$ cat config.mk
export PLATFORM = sky130hd
export DESIGN_NAME = mem_write_responder_flat
export DESIGN_NICKNAME = d
export VERILOG_FILES = /design/src/rtl/mem_write_responder_if.sv /design/src/rtl/mem_write_responder.sv /design/src/flat_wrapper.sv
export SDC_FILE = /design/constraint.sdc
export NUM_CORES = 1
export LEC_CHECK = 0
export BUFFER_PORTS_ARGS = -buffer_cell sky130_fd_sc_hd__buf_2
export CAP_MARGIN = 10
export CORE_AREA = 8 8 230 232
export CTS_BUF_LIST = sky130_fd_sc_hd__clkbuf_4 sky130_fd_sc_hd__clkbuf_8 sky130_fd_sc_hd__clkbuf_16
export DETAILED_ROUTE_END_ITERATION = 7
export DIE_AREA = 0 0 238 240
export GPL_TIMING_DRIVEN = 0
export PLACE_DENSITY_LB_ADDON = 0.25
export SKIP_CTS_REPAIR_TIMING = 1
export SYNTH_ARGS = -nofsm -noshare
export SYNTH_HDL_FRONTEND = slang
export SYNTH_SLANG_ARGS = --single-unit
export TNS_END_PERCENT = 50
$ cat constraint.sdc
create_clock -name clk -period 24.2 [get_ports clk]
set_input_delay 1.21 -clock clk [delete_from_list [all_inputs] [get_ports clk]]
set_output_delay 1.21 -clock clk [all_outputs]
set_load 0.01 [all_outputs]
$ cat src/rtl/mem_write_responder_if.sv
// mem_write_responder_if: client line-write handshake bundle (request, line data, burst descriptor, grant).
interface mem_write_responder_if #(
    parameter int WORD_WIDTH        = 8,
    parameter int NUM_WORDS_IN_LINE = 32,
    parameter int ADDR_WIDTH        = 19
);
    localparam int LINE_BYTES = WORD_WIDTH*NUM_WORDS_IN_LINE/8;
    logic mem_req;
    logic mem_gnt;
    logic last;
    logic [ADDR_WIDTH-1:0] mem_start_addr;
    logic [ADDR_WIDTH-ADDR_WIDTH/8-1:0] mem_size_bytes;
    logic [WORD_WIDTH*NUM_WORDS_IN_LINE-1:0] mem_data;
    logic [$clog2(LINE_BYTES)-1:0] mem_last_valid;
    modport master(output mem_req, last, mem_start_addr, mem_size_bytes, mem_data, mem_last_valid, input mem_gnt);
    modport slave(input mem_req, last, mem_start_addr, mem_size_bytes, mem_data, mem_last_valid, output mem_gnt);
endinterface

$ cat src/rtl/mem_write_responder.sv
// mem_write_responder: accepts line bursts from a client and writes them to a line-wide SRAM with byte enables.
// Optional MEM_WR_RESP_STATS_EN adds saturating granted-line and errored-burst counters.
module mem_write_responder #(
    parameter int WORD_WIDTH        = 8,
    parameter int NUM_WORDS_IN_LINE = 32,
    parameter int ADDR_WIDTH        = 19,
    localparam int LINE_W     = WORD_WIDTH*NUM_WORDS_IN_LINE,
    localparam int LINE_BYTES = LINE_W/8,
    localparam int LB_W       = $clog2(LINE_BYTES),
    localparam int LINE_AW    = ADDR_WIDTH-LB_W,
    localparam int SIZE_W     = ADDR_WIDTH-ADDR_WIDTH/8
) (
    input  logic                  clk,
    input  logic                  rst,
    mem_write_responder_if.slave  bus,
    input  logic                  i_sram_ready,
    output logic                  o_sram_we,
    output logic [LINE_AW-1:0]    o_sram_addr,
    output logic [LINE_W-1:0]     o_sram_wdata,
    output logic [LINE_BYTES-1:0] o_sram_be,
    output logic                  o_wr_done,
    output logic                  o_wr_err
`ifdef MEM_WR_RESP_STATS_EN
    ,
    output logic [31:0]           o_stat_lines,
    output logic [15:0]           o_stat_errs
`endif
);
    typedef enum logic {IDLE, WRITE} state_t;
    state_t r_state, w_next;
    logic [LINE_AW-1:0] r_line_ptr;
    logic [SIZE_W-1:0] r_rem;
    logic r_zero;
    logic w_start, w_gnt, w_small, w_err;
    logic [LINE_BYTES-1:0] w_be;
    always_ff @(posedge clk or posedge rst) begin
        if (rst) r_state <= IDLE;
        else r_state <= w_next;
    end
    always_comb begin
        w_start = (r_state == IDLE) & bus.mem_req;
        w_gnt = (r_state == WRITE) & bus.mem_req & i_sram_ready;
        w_next = w_start ? WRITE : (w_gnt & bus.last) ? IDLE : r_state;
    end
    assign bus.mem_gnt = w_gnt;
    assign w_small = r_rem <= SIZE_W'(LINE_BYTES);
    // Expected last index is (rem-1) mod LINE_BYTES, taken from the low bits only
    assign w_err = bus.last ? (!w_small | (bus.mem_last_valid != r_rem[LB_W-1:0] - LB_W'(1))) : w_small;
    always_comb begin
        w_be = '0;
        for (int i = 0; i < LINE_BYTES; i++) w_be[i] = !r_zero & (!bus.last | (i <= int'(bus.mem_last_valid)));
    end
    always_ff @(posedge clk or posedge rst) begin
        if (rst) begin
            r_line_ptr   <= '0;
            r_rem        <= '0;
            r_zero       <= 1'b0;
            o_sram_we    <= 1'b0;
            o_sram_addr  <= '0;
            o_sram_wdata <= '0;
            o_sram_be    <= '0;
            o_wr_done    <= 1'b0;
            o_wr_err     <= 1'b0;
        end else begin
            o_sram_we <= w_gnt;
            o_wr_done <= w_gnt & bus.last;
            if (w_start) begin
                r_line_ptr <= bus.mem_start_addr[ADDR_WIDTH-1:LB_W];
                r_rem      <= bus.mem_size_bytes;
                r_zero     <= bus.mem_size_bytes == '0;
                o_wr_err   <= (|bus.mem_start_addr[LB_W-1:0]) | (bus.mem_size_bytes == '0);
            end
            if (w_gnt) begin
                o_sram_addr  <= r_line_ptr;
                o_sram_wdata <= bus.mem_data;
                o_sram_be    <= w_be;
                r_line_ptr   <= r_line_ptr + LINE_AW'(1);
                r_rem        <= w_small ? '0 : r_rem - SIZE_W'(LINE_BYTES);
                o_wr_err     <= o_wr_err | w_err;
            end
        end
    end
`ifdef MEM_WR_RESP_STATS_EN
    always_ff @(posedge clk or posedge rst) begin
        if (rst) begin
            o_stat_lines <= '0;
            o_stat_errs  <= '0;
        end else begin
            if (w_gnt && o_stat_lines != '1) o_stat_lines <= o_stat_lines + 32'd1;
            if (w_gnt && bus.last && (o_wr_err | w_err) && o_stat_errs != '1) o_stat_errs <= o_stat_errs + 16'd1;
        end
    end
`endif
endmodule

$ cat src/flat_wrapper.sv
// flat-port wrapper written by rule: the top's interface ports become plain ports
module mem_write_responder_flat 
#(
    parameter int WORD_WIDTH        = 8,
    parameter int NUM_WORDS_IN_LINE = 32,
    parameter int ADDR_WIDTH        = 19,
    localparam int LINE_W     = WORD_WIDTH*NUM_WORDS_IN_LINE,
    localparam int LINE_BYTES = LINE_W/8,
    localparam int LB_W       = $clog2(LINE_BYTES),
    localparam int LINE_AW    = ADDR_WIDTH-LB_W,
    localparam int SIZE_W     = ADDR_WIDTH-ADDR_WIDTH/8
)
  (clk, rst, i_sram_ready, o_sram_we, o_sram_addr, o_sram_wdata, o_sram_be, o_wr_done, o_wr_err, bus_mem_req, bus_last, bus_mem_start_addr, bus_mem_size_bytes, bus_mem_data, bus_mem_last_valid, bus_mem_gnt);
  mem_write_responder_if #(.WORD_WIDTH(WORD_WIDTH), .NUM_WORDS_IN_LINE(NUM_WORDS_IN_LINE), .ADDR_WIDTH(ADDR_WIDTH)) bus_i ();
  input  logic clk;
  input  logic rst;
  input  logic i_sram_ready;
  output logic o_sram_we;
  output logic [LINE_AW-1:0] o_sram_addr;
  output logic [LINE_W-1:0] o_sram_wdata;
  output logic [LINE_BYTES-1:0] o_sram_be;
  output logic o_wr_done;
  output logic o_wr_err;
  input wire logic [$bits(bus_i.mem_req)-1:0] bus_mem_req;
  input wire logic [$bits(bus_i.last)-1:0] bus_last;
  input wire logic [$bits(bus_i.mem_start_addr)-1:0] bus_mem_start_addr;
  input wire logic [$bits(bus_i.mem_size_bytes)-1:0] bus_mem_size_bytes;
  input wire logic [$bits(bus_i.mem_data)-1:0] bus_mem_data;
  input wire logic [$bits(bus_i.mem_last_valid)-1:0] bus_mem_last_valid;
  output wire logic [$bits(bus_i.mem_gnt)-1:0] bus_mem_gnt;
  assign bus_i.mem_req = bus_mem_req;
  assign bus_i.last = bus_last;
  assign bus_i.mem_start_addr = bus_mem_start_addr;
  assign bus_i.mem_size_bytes = bus_mem_size_bytes;
  assign bus_i.mem_data = bus_mem_data;
  assign bus_i.mem_last_valid = bus_mem_last_valid;
  assign bus_mem_gnt = bus_i.mem_gnt;
  mem_write_responder #(.WORD_WIDTH(WORD_WIDTH), .NUM_WORDS_IN_LINE(NUM_WORDS_IN_LINE), .ADDR_WIDTH(ADDR_WIDTH)) u_core (.clk(clk), .rst(rst), .bus(bus_i), .i_sram_ready(i_sram_ready), .o_sram_we(o_sram_we), .o_sram_addr(o_sram_addr), .o_sram_wdata(o_sram_wdata), .o_sram_be(o_sram_be), .o_wr_done(o_wr_done), .o_wr_err(o_wr_err));
endmodule
==> impl_table.tex, run 1 <==
\begin{tabular}{lr}
\hline
Metric & Value \\
\hline
\multicolumn{2}{l}{\textbf{Setup path}} \\
\quad Reg-to-reg setup timing slack & 21.61 ns \\
\quad Worst endpoint required time & 22.99 ns \\
\quad Critical path class & input port to output pin \\
\quad Arrival time reported for the critical path endpoint & 3.43 ns \\
\quad Critical Path End Type & output pin \\
\quad Max FO, Critical Path & 11 \\
\quad Crit path launch type & input port \\
\multicolumn{2}{l}{\textbf{Logic synthesis}} \\
\quad Share of the yosys chip area belonging to registers & 62.1\% \\
\quad Yosys warning total & 0 \\
\quad Total nets after synthesis & 1835 \\
\quad Netlist area before placement & 0.0136 mm2 \\
\quad Synthesized instance count & 1530 \\
\quad Asr flop ratio synth & 100\% \\
\quad Number of different library cells in the post-synthesis netlist & 49 \\
\quad Count of flip-flops with a built-in enable after synthesis & 0 \\
\quad Syn avg cell area & 8.90 um2 \\
\quad Commonest register cell after synthesis & sky130\_fd\_sc\_hd\_\_dfrtp\_1 \\
\quad Number of register bits inferred by synthesis & 338 \\
\multicolumn{2}{l}{\textbf{Die}} \\
\quad Chip Height & 240 um \\
\quad Starting density of the core & 27.5\% \\
\quad I/O pin total & 608 \\
\quad Placeable core region & 0.0495 mm2 \\
\quad Die width & 238 um \\
\quad Area of the die & 0.0571 mm2 \\
\quad Number of standard-cell rows in the floorplan & 82 \\
\multicolumn{2}{l}{\textbf{Place}} \\
\quad Post-placement setup slack & 19.38 ns \\
\quad Inst Count DP & 2807 \\
\quad Half-perimeter wire length of the detailed placement result & 40.5 mm \\
\quad Input/output buffers & 603 \\
\quad Weighted congestion reported at the end of routability-driven placement & 0.868 \\
\multicolumn{2}{l}{\textbf{Final layout}} \\
\quad Nets & 2482 \\
\quad Area used by multi-input combinational logic & 0.00477 mm2 \\
\quad Sequential cell area & 0.00846 mm2 \\
\quad Layout area overhead & 39.2\% \\
\quad Count of fill cells added during filler insertion & 5187 \\
\quad Most common cell after layout, fill and taps aside & sky130\_fd\_sc\_hd\_\_nand2\_1 \\
\quad Layout cell share with drive strength beyond 1 & 31.4\% \\
\quad Top library cells by usage in the layout, fill and taps aside & sky130\_fd\_sc\_hd\_\_nand2\_1, sky130\_fd\_sc\_hd\_\_buf\_2, sky130\_fd\_sc\_hd\_\_dfrtp\_1 \\
\quad Count of placed standard cells in the final layout, fillers left out & 2885 \\
\multicolumn{2}{l}{\textbf{Run status}} \\
\quad Result of the run & complete, no violations \\
\multicolumn{2}{l}{\textbf{Timing}} \\
\quad Final Worst Setup Slack & 19.56 ns \\
\quad Tmin final & 4.64 ns \\
\quad Final Slew Violations & 0 \\
\quad Largest clock skew in the final design & 0.0198 ns \\
\quad Transition time of the tightest slew-check pin & 1.01 ns \\
\quad Number of endpoints with negative hold slack in the final report & 0 \\
\quad Headroom to the max-slew limit & 32.6\% \\
\quad Total negative slack for setup checks & 0 ns \\
\quad Setup-failing EPs final & 0 \\
\quad Share of the cycle needed by the critical path after routing & 19.2\% \\
\quad Fmax & 216 MHz \\
\quad RSZ-0062 raised after global routing & false \\
\multicolumn{2}{l}{\textbf{Pwr}} \\
\quad Sequential share of power & 42.1\% \\
\quad Net switching share of the total power & 30.9\% \\
\quad Proportion of power drawn by combinational gates & 21.6\% \\
\quad Internal power summed over all cells & 1.22 mW \\
\quad Pwr Density & 93.3 mW/mm2 \\
\quad Switching power of the nets & 0.546 mW \\
\quad Leak & 10.6 nW \\
\quad Maximum vdd ir drop & 0.0487 mV \\
\quad Post-route total power & 1.77 mW \\
\quad Clock power frac & 36.2\% \\
\multicolumn{2}{l}{\textbf{CTS}} \\
\quad Clock sinks & 338 \\
\quad CTS buffer count & 40 \\
\quad Clk slew on worst S/H paths & 0.06 ns \\
\quad Buffer cell driving the clock tree root & sky130\_fd\_sc\_hd\_\_clkbuf\_16 \\
\quad Level count of the clock H-tree & 2 \\
\quad Latest clock arrival within the worst-skew pair & 0.55 ns \\
\quad TritonCTS clock tree & yes \\
\quad Maximum clock path buffer count & 3 \\
\multicolumn{2}{l}{\textbf{Routing}} \\
\quad ANT nets after route & 0 \\
\quad Average routed wire per standard cell & 18.1 um \\
\quad Total number of vias & 12.9k \\
\quad Post-detailed-route via-to-cell ratio & 4.47 \\
\quad Routed WL & 52.2 mm \\
\quad DRC violation total after the first TritonRoute iteration & 586 \\
\quad Router iterations before antenna repair & 5 \\
\quad DRC violation count after routing & 0 \\
\multicolumn{2}{l}{\textbf{Global route}} \\
\quad Total overflow reported by the global router & 0 \\
\quad Via count of the first global-routing pass & 13.3k \\
\quad Initial antenna violation count & 5 \\
\quad Global-route usage over all layers & 17.5\% \\
\quad Pin count of the biggest net entering global routing & 122 \\
\quad Wire length of the first global-routing pass & 78.6 mm \\
\multicolumn{2}{l}{\textbf{Flow run}} \\
\quad Reported max-cap violation count & 0 \\
\multicolumn{2}{l}{\textbf{Worst hold path}} \\
\quad Worst hold-check path type & register to register \\
\hline
\end{tabular}
## final cells by class
class / count / area share (%)
inverters: 13 / 0.297
diodes: 6 / 0.0792
multi-input cells: 1092 / 25.2
plain buffers: 87 / 1.78
clock buffers: 51 / 6.04
flip-flops and latches: 338 / 44.6
well taps: 672 / 4.43
clock inverters: 21 / 1.38
repair buffers: 605 / 16.2
## flip-flops by register name (all words and copies together) (netlist names)
name	flops
u_core.o_sram_addr	14
u_core.o_wr_done	1
u_core.r_zero	1
u_core.o_wr_err	1
u_core.o_sram_we	1
u_core.o_sram_be	32
u_core.r_rem	17
u_core.r_state	1
u_core.o_sram_wdata	256
u_core.r_line_ptr	14
## final timing paths
| path | startpoint | end | cells after the start |
|---|---|---|---|
| min | u_core.o_sram_wdata[184] | u_core.o_sram_wdata[184] | 2 |
| min reg2reg | u_core.o_sram_wdata[184] | u_core.o_sram_wdata[184] | 2 |
| max in group asynchronous | rst | u_core.o_sram_wdata[187] | 3 |
| max | i_sram_ready | bus_mem_gnt | 6 |
| min in group asynchronous | rst | u_core.o_sram_wdata[80] | 2 |
| max reg2reg | u_core.r_state | u_core.o_sram_wdata[129] | 6 |
## logic make-up (layout without fill, tap and decap cells)
logic type | Yosys count | after routing | synth area share (%)
other cells | 0 | 6 | 0
fa+ha+maj | 3 | 3 | 0.276
compound gates | 138 | 138 | 6.95
flops | 338 | 338 | 62.1
xor+xnor | 8 | 8 | 0.515
simple gates | 942 | 942 | 27.3
mux | 1 | 1 | 0.0735
buf+inv | 100 | 777 | 2.83
## worst max-delay path: stages
cell	delay [ns]
sky130_fd_sc_hd__buf_2	0.21
sky130_fd_sc_hd__nand3_1	0.26
sky130_fd_sc_hd__inv_1	0.33
sky130_fd_sc_hd__clkbuf_1	0.74
sky130_fd_sc_hd__clkbuf_1	0.44
sky130_fd_sc_hd__buf_2	0.23
## Yosys cell counts (all sizes together) (4+ instances only)
cell type  count  area (um2)
nand2        853        3200
dfrtp        338        8460
clkbuf        70         263
o21ai         29         145
a21oi         22         110
nor2          20        75.1
buf           17        73.8
a21o          16         120
nand3         15        75.1
inv           13        48.8
a211oi        12        90.1
a22o          12         105
nor3          11        66.3
and3          10        63.8
a22oi          9        67.6
nor4           8        65.1
nand4          7        43.8
o211ai         7        52.6
o31ai          6        45.0
nor2b          5        31.3
o311ai         5        43.8
xor2           5        43.8
or3            4        26.3
## power by group through the flow
stage | Combinational [mW] | Clock [mW] | Sequential, mW
floorplan | 0.160 | 0 | 0.787
global placement | 0.382 | 0 | 0.751
detailed placement | 0.390 | 0 | 0.753
CTS | 0.390 | 0.661 | 0.745
global route | 0.427 | 0.682 | 0.760
finish | 0.383 | 0.641 | 0.746
## per-layer routing
| metal | track usage [%] | share of wire, % |
|---|---|---|
| met1 | 20.0 | 39 |
| met5 | 0 | 0 |
| met2 | 31.0 | 51 |
| met3 | 5.91 | 8.2 |
| met4 | 4.48 | 2.2 |
## stage by stage
step	utilization [%]	hold slack [ns]	area, um2
3_3_place_gp	35.3	0.453	17500
6_report	38.3	0.468	19000
5_1_grt	38.3	0.483	18900
3_5_place_dp	35.5	0.457	17500
4_1_cts	38.3	0.471	18900
2_1_floorplan	-	0.454	13600
Power figures use the tool's default switching activity.
==> inputs of run 2 (changes only) <==
- ABC_AREA: default -> 1
- CORE_AREA: 8 8 230 232 -> 8 8 231 233
- DIE_AREA: 0 0 238 240 -> 0 0 239 241
- clock period: 24.2 -> 3.8 ns (I/O delays scaled with it)
==> run 2 against run 1 <==
The run now ends with hold timing left. Clock skew shrank 0.0013 ns. Routed wire length up 12%. Clock-buffer cell count increased by 5. Critical endpoint unchanged.
==> impl_table.tex, run 2 <==
\begin{tabular}{lr}
\hline
Metric & Value \\
\hline
\multicolumn{2}{l}{\textbf{Logic synthesis}} \\
\quad Count of flip-flops with a built-in enable after synthesis & 0 (unchanged) \\
\quad Synthesized instance count & 1611 (was 1530) \\
\quad Share of the yosys chip area belonging to registers & 60.9\% (was 62.1\%) \\
\quad Syn avg cell area & 8.63 um2 (was 8.90 um2) \\
\quad Basic-gate share of the synthesized area counting and, or, nand and nor cells & 29.3\% (was 27.3\%) \\
\quad Top cells by area in the synthesized netlist & sky130\_fd\_sc\_hd\_\_dfrtp\_1, sky130\_fd\_sc\_hd\_\_nand2\_1, sky130\_fd\_sc\_hd\_\_buf\_6 (was sky130\_fd\_sc\_hd\_\_dfrtp\_1, sky130\_fd\_sc\_hd\_\_nand2\_1, sky130\_fd\_sc\_hd\_\_clkbuf\_1) \\
\quad Netlist area before placement & 0.0139 mm2 (was 0.0136 mm2) \\
\quad Multiplexer fraction of the synthesized cell area & 0\% (was 0.0735\%) \\
\quad Asr flop ratio synth & 100\% (unchanged) \\
\quad Ranking of synthesized cells by instance count & sky130\_fd\_sc\_hd\_\_nand2\_1, sky130\_fd\_sc\_hd\_\_dfrtp\_1, sky130\_fd\_sc\_hd\_\_inv\_1 (was sky130\_fd\_sc\_hd\_\_nand2\_1, sky130\_fd\_sc\_hd\_\_dfrtp\_1, sky130\_fd\_sc\_hd\_\_clkbuf\_1) \\
\quad Yosys warning total & 0 (unchanged) \\
\quad Number of different library cells in the post-synthesis netlist & 41 (was 49) \\
\quad Number of register bits inferred by synthesis & 338 (unchanged) \\
\quad Cell with the most instances after synthesis & sky130\_fd\_sc\_hd\_\_nand2\_1 (unchanged) \\
\quad Share of the synthesized netlist area taken by xor and xnor gates & 0.693\% (was 0.515\%) \\
\quad Total nets after synthesis & 1916 (was 1835) \\
\quad Commonest register cell after synthesis & sky130\_fd\_sc\_hd\_\_dfrtp\_1 (unchanged) \\
\quad Yosys top cell area share & 60.9\% (was 62.1\%) \\
\quad Leading area contributor after synthesis & sky130\_fd\_sc\_hd\_\_dfrtp\_1 (unchanged) \\
\quad Share of synthesized cell area in full adder, half adder and majority cells & 0.270\% (was 0.276\%) \\
\quad Dominant combinational cell family by area after synthesis & simple AND/OR/NAND/NOR gates (unchanged) \\
\quad Area fraction in compound gates after synthesis & 3.68\% (was 6.95\%) \\
\multicolumn{2}{l}{\textbf{Timing}} \\
\quad Fmax & 440 MHz \\
\quad RSZ-0062 raised after global routing & false (unchanged) \\
\quad Headroom to the max-slew limit & 56.4\% (was 32.6\%) \\
\quad Final Worst Setup Slack & 1.53 ns (was 19.56 ns) \\
\quad Largest clock skew in the final design & 0.0184 ns (was 0.0198 ns) \\
\quad Hold WS & -0.0141 ns (was 0.468 ns) \\
\quad Transition time of the tightest slew-check pin & 0.655 ns (was 1.01 ns) \\
\quad Final Slew Violations & 0 (unchanged) \\
\quad Share of the cycle needed by the critical path after routing & 59.8\% \\
\quad Setup-failing EPs final & 0 (unchanged) \\
\quad Number of endpoints with negative hold slack in the final report & 2 (was 0) \\
\quad Tmin final & 2.27 ns \\
\multicolumn{2}{l}{\textbf{Setup path}} \\
\quad Worst endpoint required time & 3.61 ns (was 22.99 ns) \\
\quad Longest individual stage delay on the worst path & 0.39 ns (was 0.74 ns) \\
\quad Launch point of the worst reg-to-reg path & u\_core.r\_line\_ptr[0] (was u\_core.r\_state) \\
\quad Number of cells on the worst reg-to-reg path & 8 (was 6) \\
\quad Critical path class & register to output pin (was input port to output pin) \\
\quad Arrival time reported for the critical path endpoint & 2.08 ns (was 3.43 ns) \\
\quad CP max-delay cell & sky130\_fd\_sc\_hd\_\_buf\_2 (was sky130\_fd\_sc\_hd\_\_clkbuf\_1) \\
\quad Reg-to-reg setup timing slack & 1.95 ns (was 21.61 ns) \\
\quad Ordered cell list for the critical path & nand3\_2, inv\_2, buf\_2, buf\_2, buf\_2 (was buf\_2, nand3\_1, inv\_1, clkbuf\_1, clkbuf\_1, buf\_2) \\
\quad Capture instance of the worst register-to-register path & u\_core.r\_line\_ptr[12] (was u\_core.o\_sram\_wdata[129]) \\
\quad Critical Path End Type & output pin (unchanged) \\
\quad Cell seen most often among critical-path stages & sky130\_fd\_sc\_hd\_\_buf\_2 \\
\quad Crit path launch type & register (was input port) \\
\quad Max FO, Critical Path & 11 (unchanged) \\
\multicolumn{2}{l}{\textbf{CTS}} \\
\quad Level count of the clock H-tree & 2 (unchanged) \\
\quad Clock sinks & 338 (unchanged) \\
\quad Maximum clock path buffer count & 3 (unchanged) \\
\quad Latest clock arrival within the worst-skew pair & 0.54 ns (was 0.55 ns) \\
\quad Buffer cell driving the clock tree root & sky130\_fd\_sc\_hd\_\_clkbuf\_16 (unchanged) \\
\quad Clk slew on worst S/H paths & 0.06 ns (about the same) \\
\quad TritonCTS clock tree & yes (unchanged) \\
\quad CTS buffer count & 39 (was 40) \\
\multicolumn{2}{l}{\textbf{Global route}} \\
\quad Wire length of the first global-routing pass & 79.5 mm (was 78.6 mm) \\
\quad GR met1 Demand/Resource & 21.4\% (was 20.0\%) \\
\quad Pin count of the biggest net entering global routing & 43 (was 122) \\
\quad Total overflow reported by the global router & 0 (unchanged) \\
\quad Met2 global-route usage & 30.7\% (was 31.0\%) \\
\quad Via count of the first global-routing pass & 13.0k (was 13.3k) \\
\quad Most used routing layer & met2 (unchanged) \\
\quad Initial antenna violation count & 2 (was 5) \\
\quad Met3 track demand over resource & 4.97\% (was 5.91\%) \\
\quad Global-route usage over all layers & 17.9\% (was 17.5\%) \\
\multicolumn{2}{l}{\textbf{Routing}} \\
\quad ANT nets after route & 0 (unchanged) \\
\quad Total number of vias & 14.2k (was 12.9k) \\
\quad Router iterations before antenna repair & 6 (was 5) \\
\quad DRC violation count after routing & 0 (unchanged) \\
\quad Post-detailed-route via-to-cell ratio & 4.39 (was 4.47) \\
\quad Routed WL & 58.4 mm (was 52.2 mm) \\
\quad DRC violation total after the first TritonRoute iteration & 861 (was 586) \\
\quad Average routed wire per standard cell & 18.0 um (was 18.1 um) \\
\multicolumn{2}{l}{\textbf{Die}} \\
\quad Starting density of the core & 28.0\% (was 27.5\%) \\
\quad Die width & 239 um (was 238 um) \\
\quad Placeable core region & 0.0497 mm2 (was 0.0495 mm2) \\
\quad Number of standard-cell rows in the floorplan & 82 (unchanged) \\
\quad I/O pin total & 608 (unchanged) \\
\quad Area of the die & 0.0576 mm2 (was 0.0571 mm2) \\
\quad Chip Height & 241 um (was 240 um) \\
\multicolumn{2}{l}{\textbf{Worst hold path}} \\
\quad Number of stages on the worst hold path & 5 (was 2) \\
\quad Worst hold-check path type & input port to register (was register to register) \\
\quad Worst hold start & bus\_mem\_start\_addr[12] (was u\_core.o\_sram\_wdata[184]) \\
\quad WHS Endpoint & u\_core.r\_line\_ptr[7] (was u\_core.o\_sram\_wdata[184]) \\
\multicolumn{2}{l}{\textbf{Final layout}} \\
\quad Leading registers by flop count & u\_core.o\_sram\_wdata: 256 flops, u\_core.o\_sram\_be: 32 flops, u\_core.r\_rem: 17 flops (unchanged) \\
\quad Cell area after layout & 0.0220 mm2 (was 0.0190 mm2) \\
\quad Nets & 2852 (was 2482) \\
\quad Count of fill cells added during filler insertion & 4798 (was 5187) \\
\quad Largest register FFs & 256 (unchanged) \\
\quad Layout cell share with drive strength beyond 1 & 29.9\% (was 31.4\%) \\
\quad Most common cell after layout, fill and taps aside & sky130\_fd\_sc\_hd\_\_nand2\_1 (unchanged) \\
\quad Layout area overhead & 58.4\% (was 39.2\%) \\
\quad Top library cells by usage in the layout, fill and taps aside & sky130\_fd\_sc\_hd\_\_nand2\_1, sky130\_fd\_sc\_hd\_\_buf\_2, sky130\_fd\_sc\_hd\_\_dfrtp\_1 (unchanged) \\
\quad Area used by multi-input combinational logic & 0.00472 mm2 (was 0.00477 mm2) \\
\quad Sequential cell area & 0.00846 mm2 (unchanged) \\
\quad Top register by number of flip-flops & u\_core.o\_sram\_wdata (unchanged) \\
\multicolumn{2}{l}{\textbf{Run status}} \\
\quad Result of the run & complete, but fails checks (was complete, no violations) \\
\quad Violated checks & hold timing \\
\multicolumn{2}{l}{\textbf{Pwr}} \\
\quad Leak & 12.1 nW (was 10.6 nW) \\
\quad Maximum vdd ir drop & 0.325 mV (was 0.0487 mV) \\
\quad Post-route total power & 15.7 mW (was 1.77 mW) \\
\quad Pwr Density & 712 mW/mm2 (was 93.3 mW/mm2) \\
\multicolumn{2}{l}{\textbf{Place}} \\
\quad Half-perimeter wire length of the detailed placement result & 43.3 mm (was 40.5 mm) \\
\quad Post-placement setup slack & 2.00 ns (was 19.38 ns) \\
\quad Post-placement cell area & 0.0180 mm2 (was 0.0175 mm2) \\
\quad Input/output buffers & 605 (was 603) \\
\quad Weighted congestion reported at the end of routability-driven placement & 0.893 (was 0.868) \\
\multicolumn{2}{l}{\textbf{Flow run}} \\
\quad Reported max-cap violation count & 0 (unchanged) \\
\hline
\end{tabular}
-- run 2: changes by cell type in the layout (fill, tap and decap cells not counted), sizes merged, moves of 29 or more --
cell,delta
dlygate4sd3,+281
nand2,+85
buf,+66
clkbuf,-63
inv,+39
nor2,+32
nand3,+29
-- run 2: area by class of cell --
cell class                      count  area share [%]
Sequential cell                   338            38.4
Timing Repair Buffer              895            27.4
Multi-Input combinational cell   1144            21.4
Clock buffer                       56            5.37
Tap cell                          672            3.82
Buffer                             76            2.37
Inverter                           53           0.921
Clock inverter                      9           0.227
Antenna cell                        2          0.0227
-- run 2: metal layers --
metal | vias to the layer above | routed length, um
met4 | 0 | 2150
met2 | 539 | 28700
li1 | 6845 | -
met3 | 135 | 4600
met1 | 6717 | 23000
met5 | - | 0
-- run 2: kinds of logic (layout without fill, tap and decap cells) --
kind of cell             after synthesis  count (layout)
XOR/XNOR                              11              11
other                                  0               2
AO/OA/AOI/OAI                         80              80
AND/OR/NAND/NOR                     1050            1050
buffers and inverters                129            1089
adder cells (fa/ha/maj)                3               3
flip-flops                           338             338
-- run 2: how the worst max path moves through the flow --
stage,startpoint,to,slack [ns],cells after the start
detailed placement,u_core.r_state,u_core.o_sram_addr[3],2.00,4
finish,u_core.r_state,bus_mem_gnt,1.53,5
global route,u_core.r_state,bus_mem_gnt,1.36,5
floorplan,rst,u_core.o_sram_addr[0],-0.91,1
CTS,u_core.r_state,bus_mem_gnt,1.42,5
global placement,rst,u_core.o_sram_wdata[194],-3.11,2
-- run 2: report_power, final --
group	switching, mW	internal (mW)	leakage (nW)
Combinational	3.57	2.35	7.33
Clock	1.50	2.15	0.620
Sequential	0.921	5.17	4.18
-- run 2: worst max-delay path: cells and delay by family (launching register included) --
kind	cells	cell delay, ns
buffers and inverters	4	1.02
DFF	1	0.36
and+or+nand+nor	1	0.14
-- run 2: per-stage QoR --
step           hold WS [ns]  utilization (%)  setup TNS (ns)  std cells
2_1_floorplan         0.300                -         -307.10       1611
3_3_place_gp          0.384             35.8        -1028.55       2888
3_5_place_dp          0.228             36.2               0       2897
4_1_cts              -0.362             38.6               0       2962
5_1_grt              0.0171             44.3               0       3245
6_report            -0.0141             44.3               0       3245
